**config.mk**
```make
export PLATFORM = sky130hd
export DESIGN_NAME = alarm_scheduler
export DESIGN_NICKNAME = d
export VERILOG_FILES = /design/src/rtl/alarm_scheduler.sv
export SDC_FILE = /design/constraint.sdc
export NUM_CORES = 1
export LEC_CHECK = 0
export BUFFER_PORTS_ARGS = -buffer_cell sky130_fd_sc_hd__buf_4
export CAP_MARGIN = 20
export CORE_MARGIN = 2
export CORE_UTILIZATION = 40
export CTS_CLUSTER_DIAMETER = 80
export DETAILED_ROUTE_END_ITERATION = 10
export PLACE_DENSITY = 0.64
export SYNTH_ARGS = -nofsm -noshare
export SYNTH_HDL_FRONTEND = slang
export SYNTH_SLANG_ARGS = --single-unit
```
**constraint.sdc**
```tcl
create_clock -name clk -period 8.38 [get_ports clk]
set_input_delay 0.838 -clock clk [delete_from_list [all_inputs] [get_ports clk]]
set_output_delay 0.838 -clock clk [all_outputs]
set_load 0.02 [all_outputs]
```
**src/rtl/alarm_scheduler.sv**
```systemverilog
// Four-slot alarm controller: matches slot targets against time-of-day on each
// second tick, queues hits in `pending` and rings them one at a time.
module alarm_scheduler #(
    parameter int unsigned DAY_SECONDS = 86400,
    parameter int unsigned LEN_UNIT    = 15
) (
    input  logic        clk,
    input  logic        rst,
    input  logic        sec_tick,
    input  logic [16:0] cur_sec,
    input  logic        cfg_we,
    input  logic [1:0]  cfg_slot,
    input  logic [16:0] cfg_sec,
    input  logic [1:0]  cfg_len,
    input  logic        cfg_en,
    input  logic        off,
    output logic        alarming,
    output logic [1:0]  active_slot,
    output logic [3:0]  pending,
    output logic        state_dbg
);

    typedef enum logic {
        IDLE = 1'b0,
        RING = 1'b1
    } state_t;

    state_t      state_q, state_d;
    logic [16:0] tar_q [4];
    logic [16:0] tar_d [4];
    logic [1:0]  len_q [4];
    logic [1:0]  len_d [4];
    logic [3:0]  en_q, en_d;
    logic [3:0]  pending_q, pending_d;
    logic [5:0]  remain_q, remain_d;
    logic [1:0]  active_q, active_d;
    logic [3:0]  hit;
    logic [3:0]  cfg_clr;
    logic [3:0]  avail;
    logic [1:0]  sel;

    function automatic logic [5:0] ring_len(input logic [1:0] code);
        ring_len = 6'((32'(code) + 32'd1) * LEN_UNIT);
    endfunction

    // Slot storage; a write also marks that slot's queued hit as stale.
    always_comb begin
        en_d    = en_q;
        cfg_clr = '0;
        for (int i = 0; i < 4; i++) begin
            tar_d[i] = tar_q[i];
            len_d[i] = len_q[i];
        end
        if (cfg_we) begin
            tar_d[cfg_slot]   = cfg_sec;
            len_d[cfg_slot]   = cfg_len;
            en_d[cfg_slot]    = cfg_en && ({15'd0, cfg_sec} < DAY_SECONDS);
            cfg_clr[cfg_slot] = 1'b1;
        end
    end

    always_comb begin
        hit = '0;
        for (int i = 0; i < 4; i++) begin
            hit[i] = sec_tick && en_q[i] && (tar_q[i] == cur_sec) && !cfg_clr[i];
        end
    end

    assign avail = pending_q & ~cfg_clr;

    always_comb begin
        sel = 2'd3;
        casez (avail)
            4'b???1: sel = 2'd0;
            4'b??10: sel = 2'd1;
            4'b?100: sel = 2'd2;
            default: sel = 2'd3;
        endcase
    end

    always_comb begin
        state_d   = state_q;
        remain_d  = remain_q;
        active_d  = active_q;
        pending_d = (pending_q | hit) & ~cfg_clr;
        case (state_q)
            IDLE: begin
                if (avail != 4'd0) begin
                    pending_d[sel] = 1'b0;
                    active_d       = sel;
                    remain_d       = ring_len(len_q[sel]);
                    state_d        = RING;
                end
            end
            RING: begin
                // Silence and reconfiguration of the ringing slot beat a tick.
                if (off || (cfg_we && (cfg_slot == active_q))) begin
                    state_d  = IDLE;
                    remain_d = 6'd0;
                end else if (sec_tick) begin
                    if (remain_q <= 6'd1) begin
                        state_d  = IDLE;
                        remain_d = 6'd0;
                    end else begin
                        remain_d = remain_q - 6'd1;
                    end
                end
            end
            default: state_d = IDLE;
        endcase
    end

    always_ff @(posedge clk) begin
        if (rst) begin
            state_q   <= IDLE;
            remain_q  <= 6'd0;
            active_q  <= 2'd0;
            pending_q <= 4'd0;
            en_q      <= 4'd0;
            for (int i = 0; i < 4; i++) begin
                tar_q[i] <= 17'd0;
                len_q[i] <= 2'd0;
            end
        end else begin
            state_q   <= state_d;
            remain_q  <= remain_d;
            active_q  <= active_d;
            pending_q <= pending_d;
            en_q      <= en_d;
            for (int i = 0; i < 4; i++) begin
                tar_q[i] <= tar_d[i];
                len_q[i] <= len_d[i];
            end
        end
    end

    assign alarming    = (state_q == RING);
    assign active_slot = active_q;
    assign pending     = pending_q;
    assign state_dbg   = state_q;

endmodule

```
-- Word-level counts from Yosys, hierarchy flattened
Memories as Yosys holds them, arrays and structs flattened.
Index checks and enable logic that the tools add are counted.
- register bits after elaboration: 17
- RAM bits: 76
- input port bits: 44
- output and inout bits: 8
- word-level logic and storage cells: 106
- memories kept: 2
- add/sub/neg operators: 2
- multipliers: 1
- magnitude comparators: 8
- eq/ne operators: 9
- mux-type cells: 38
- bitwise gates (word level): 16
- reductions and logical operators: 25
- memory list (name ; depth ; bits a word ; rd ports ; clocked after Yosys merged registers in ; wr ports ; RTL line ; RTL):
    tar_q ; 4 ; 17 ; 4 ; 0 ; 4 ; 29 ; logic [16:0] tar_q [4];
    len_q ; 4 ; 2 ; 5 ; 0 ; 4 ; 31 ; logic [1:0] len_q [4];
- operator list (kind ; number):
    $mux W17 ; 5
    $bwmux W68 ; 1
    $eq A17 B17 Y1 ; 4
    $mux W68 ; 1
    $demux W17 S2 ; 1
    $mux W6 ; 4
    $logic_and A1 B1 Y1 ; 17
    $lt A17 B17 Y1 const B ; 1
    $and A4 B4 Y4 ; 3
    $mux W4 ; 3
    $pmux W6 S2 ; 1
    $mux W2 ; 5
    $mux W1 ; 9
    $bwmux W8 ; 1
    $mux W8 ; 1
    $not A4 Y4 ; 2
    $or A1 B1 Y1 ; 8
    $le A6 B1 Y1 const B ; 1
    $lt A2 B3 Y1 const B ; 2
    $mul A3 B4 Y6 const B ; 1
    $pmux W2 S3 ; 1
    $sub A6 B1 Y6 const B ; 1
    $bwmux W4 ; 1
    $demux W1 S2 ; 2
    18 further kinds ; 23

-- Logic depth before layout (Yosys ltp)
- word-level depth: 17
- depth in mapped cells: 14

-- Worst setup path after synthesis
Ideal clock, no wire load.
- path kind: in2reg
- start: input cfg_we
- end: register remain_q[4]
- library setup time: 0.119 ns
- arrival: 3.544 ns
- data required time: 8.261 ns
- slack: 4.717 ns
- cell stages on the path: 14
- path buffers: 1
- path through: buf_4 or3b_4 a21oi_2 nor3_1 mux2_4 a21oi_1 and2_1 ha_1 inv_1 fa_1 and3_1 o211ai_1 nand3_1 o221a_2
- word-level cells in the longest chain between the ends: 10
- elaborated cells between the ends (all ways): 18
- ends and longest elaborated chain (what ; RTL line ; RTL):
    start, declared ; 11 ; input logic cfg_we,
    $mux W4 ; 54 ; if (cfg_we) begin
    $not A4 Y4 ; 69 ; assign avail = pending_q & ~cfg_clr;
    $and A4 B4 Y4 ; 69 ;
    $eq A3 B3 Y1 or $eq A2 B2 Y1 (tied branches) ; 73 ; casez (avail)
    $pmux W2 S3 ; 73 ;
    $mem_v2 Z4 W2 ; n/a ;
    $add A2 B1 Y3 ; 43 ; ring_len = 6'((32'(code) + 32'd1) * LEN_UNIT);
    $mul A3 B4 Y6 ; 43 ;
    $mux W6 ; 88 ; if (avail != 4'd0) begin
    $pmux W6 S2 ; 86 ; case (state_q)
    end signal, assigned ; 126 ; remain_q <= remain_d;
    end, declared ; 35 ; logic [5:0] remain_q, remain_d;
Several ways; a longest one is shown, not always the timed one. The select of a mux whose other input is x is not followed.
A chain may end at the register's enable or synchronous reset.

-- Worst setup path in the final report
- start: input cfg_slot[0]
- end: register remain_q[4]
- word-level cells in the longest chain between the ends: 14
- elaborated cells between the ends (all ways): 24
- ends and longest elaborated chain (what ; RTL line ; RTL):
    start, declared ; 12 ; input logic [1:0] cfg_slot,
    $lt A2 B3 Y1 (not written as such) or $ge A2 B1 Y1 (tied branches) ; 58 ; cfg_clr[cfg_slot] = 1'b1;
    $logic_and A1 B1 Y1 (not written as such) ; 58 ;
    $mux W1 (not written as such) ; 58 ;
    $demux W1 S2 ; 58 ;
    $mux W4 ; 54 ;
    $not A4 Y4 ; 69 ;
    $and A4 B4 Y4 ; 69 ;
    $eq A3 B3 Y1 or $eq A2 B2 Y1 (tied branches) ; 73 ;
    $pmux W2 S3 ; 73 ;
    $mem_v2 Z4 W2 ; n/a ;
    $add A2 B1 Y3 ; 43 ;
    $mul A3 B4 Y6 ; 43 ;
    $mux W6 ; 88 ;
    $pmux W6 S2 ; 86 ;
Several ways; a longest one is shown, not always the timed one. The select of a mux whose other input is x is not followed.

==> metrics.cfg <==
[status]
outcome = completed

[clocking]
cts_setup_buffers = 0
clock-sinks = 93
holdBufCountCts = 0
clkLatencyLatePin_ns = 0.35
root_buffer = clkbuf_16
cts_tree = done
clk_path_buf_depth = 2
cts_max_level = 3
path_clk_slew_ns = 0.07
cts_made_buffers = 9
ctsResizeCount = 0

[layout]
fill_cells = 1151
nets = 658
final_util_pct = 47.46
drive_gt1_share_pct = 13.19
diodes = 0
syn2layout_area_growth_pct = 16.94

[critical_path]
endpoint_kind = flop
cp.required_ns = 8.62
worstPathMaxFanout = 21
critPathKind = input port to flop
critPathLaunchType = input port
critical_path_arrival_ns = 4.35

[routing]
drt_iter0_drc = 302
vias = 4019
ant_nets = 0
drc_errors = 0
vias_per_cell = 5.309
route.detailed.wl_per_inst_um = 16.58
drt_wl_total_um = 12550
drt_first_pass_iters = 4

[die]
core_um2 = 11320
std_cell_rows = 39
die_x_um = 111.2
start_util_pct = 40.58
die_area_um2 = 12360
die_h_um = 111.2
ioPinCount = 52

[global_routing]
grt_pass1_wl_um = 20400
antenna_found_initial = 0
grt-ovfl-total = 0
grt_pass1_vias = 3995
grt_max_degree = 92
grt_util_all_layers_pct = 20.85

[timing]
finalCriticalPeriod_ns = 4.104
tightest_slew_ns = 1.021
slew_viol_final = 0
fmax_ghz = 0.2437
skew_ns = 0.006571
hold_violations = 0
finalSetupTns_ns = 0
setup_viol = 0
period_share_pct = 48.97
rsz0062_at_grt = no
slew_headroom_pct = 31.77

[synth]
yosysWarnings = 0
synth-simple-area-share_pct = 23.23
seq_area_frac_synth_pct = 40.52
synth_fa_ha_area_share_pct = 1.525
ys_top_cells_by_area = dfxtp_1, nand2_1, a21oi_1
synth_cell_types = 50
synthMuxAreaShare_pct = 1.416
synth-seq-cells = 93
synth_top_family_by_area = simple AND/OR/NAND/NOR gates
yosys.area.top_type = dfxtp_1
synth-edff-count = 0
async_reset_ff_share_pct = 0
synth.most_common_cell = nand2_1
yosys-top-cells-count = nand2_1, dfxtp_1, a21oi_1
synth_compound_area_share_pct = 15.60
synth_top_area_share_pct = 40.52
synthXorXnorAreaFrac_pct = 13.73
synthCells = 580
synth-main-ff-cell = dfxtp_1
post_synth.cell_area_avg_um2 = 7.921
synth_nets = 629
syn_area_um2 = 4594

[power]
power.leakage_nw = 2.013
p_per_area_nw_per_um2 = 192.1
peakVddDrop_v = 0.0001447

[placed_design]
dp_hpwl_um = 8768
portBuffers = 51
gp_congestion = 0.8837

[worst_hold_path]
min_path_type = flop to flop

[job]
max_cap_viol_count = 0

-- sequential cells by signal (all words and copies together) (netlist names) --
| name | cells |
|---|---|
| alarming | 1 |
| remain_q | 6 |
| tar_q | 68 |
| active_slot | 2 |
| en_q | 4 |
| pending | 4 |
| len_q | 8 |
-- final cells by class --
cell class / count / area (um2) / share of cell area [%]
sequential: 93 / 1862 / 34.65
inverter: 6 / 22.52 / 0.4192
tap: 143 / 178.9 / 3.330
timing repair buffer: 54 / 405.4 / 7.545
multi-input combinational: 445 / 2560 / 47.65
clock buffer: 12 / 266.5 / 4.960
clock inverter: 4 / 77.57 / 1.444
-- cells in the final DEF (no fill, tap or decap), types with 3 or more instances in the layout --
cell type / count
nor3_1: 10
mux2i_1: 5
inv_1: 6
nand2_1: 164
dfxtp_1: 93
xor2_1: 42
clkbuf_16: 9
and3_1: 3
a21oi_1: 85
o2bb2ai_1: 3
nand4_1: 7
xnor2_1: 30
buf_4: 54
a22oi_1: 3
nor2_1: 17
nand3_1: 6
o21ai_0: 7
ha_1: 4
nor4b_1: 3
clkbuf_8: 3
nor4_1: 10
and2_1: 5
o221a_2: 3
-- metal layers --
| layer | up-vias | wire length [um] | track usage [%] | part of all wire [%] |
|---|---|---|---|---|
| met3 | 22 | 570 | 5.030 | 4.5 |
| met1 | 1896 | 5439 | 25.87 | 43 |
| met2 | 98 | 6268 | 35.57 | 50 |
| met4 | 0 | 276 | 6.831 | 2.2 |
| met5 | - | 0 | 0 | 0 |
| li1 | 2003 | - | - | - |
-- metrics by stage --
stage	instance area, um2	power [mW]	hold slack (ns)	setup slack, ns	cells
6_report	5373	1.032	0.4562	4.276	757
4_1_cts	5373	1.039	0.4615	4.295	757
5_1_grt	5373	1.069	0.4844	4.023	757
3_5_place_dp	5029	0.5783	0.4531	3.933	741
3_3_place_gp	5029	0.5759	0.4379	4.076	741
2_1_floorplan	4594	0.5305	0.4317	4.717	580
-- cell families after synthesis --
kind of cell / count (synthesis)
flip-flops: 93
adder cells (fa/ha/maj): 5
XOR/XNOR: 72
buffers and inverters: 42
AO/OA/AOI/OAI: 120
AND/OR/NAND/NOR: 242
multiplexers: 6
-- path summary, 6_finish.rpt --
kind | start | end | slack, ns | cells past startpoint
worst max-delay path | cfg_slot[0] | remain_q[4]$_SDFFE_PP0P_ | 4.28 | 14
worst min-delay path | len_q[2][0]$_SDFFE_PP0P_ | len_q[2][0]$_SDFFE_PP0P_ | 0.46 | 2
worst max register to register | pending[0]$_SDFF_PP0_ | remain_q[4]$_SDFFE_PP0P_ | 4.88 | 11
worst min register to register | len_q[2][0]$_SDFFE_PP0P_ | len_q[2][0]$_SDFFE_PP0P_ | 0.46 | 2
-- critical path: stages --
cell and delay (ns):
buf_4 0.16, nand3b_1 0.73, nand2_1 0.37, mux2i_1 0.31, nor2_1 0.11, a21oi_1 0.25, and2_1 0.22, ha_1 0.15
inv_1 0.05, fa_1 0.44, and3_1 0.22, o211ai_1 0.15, nand3_1 0.10, o221a_2 0.24
-- where the power goes --
part / switching [mW] / internal [mW]
clock: 0.177 / 0.288
sequential: 0.00794 / 0.454
combinational: 0.0629 / 0.0423
total: 0.248 / 0.784
(Power assumes the default switching activity.)
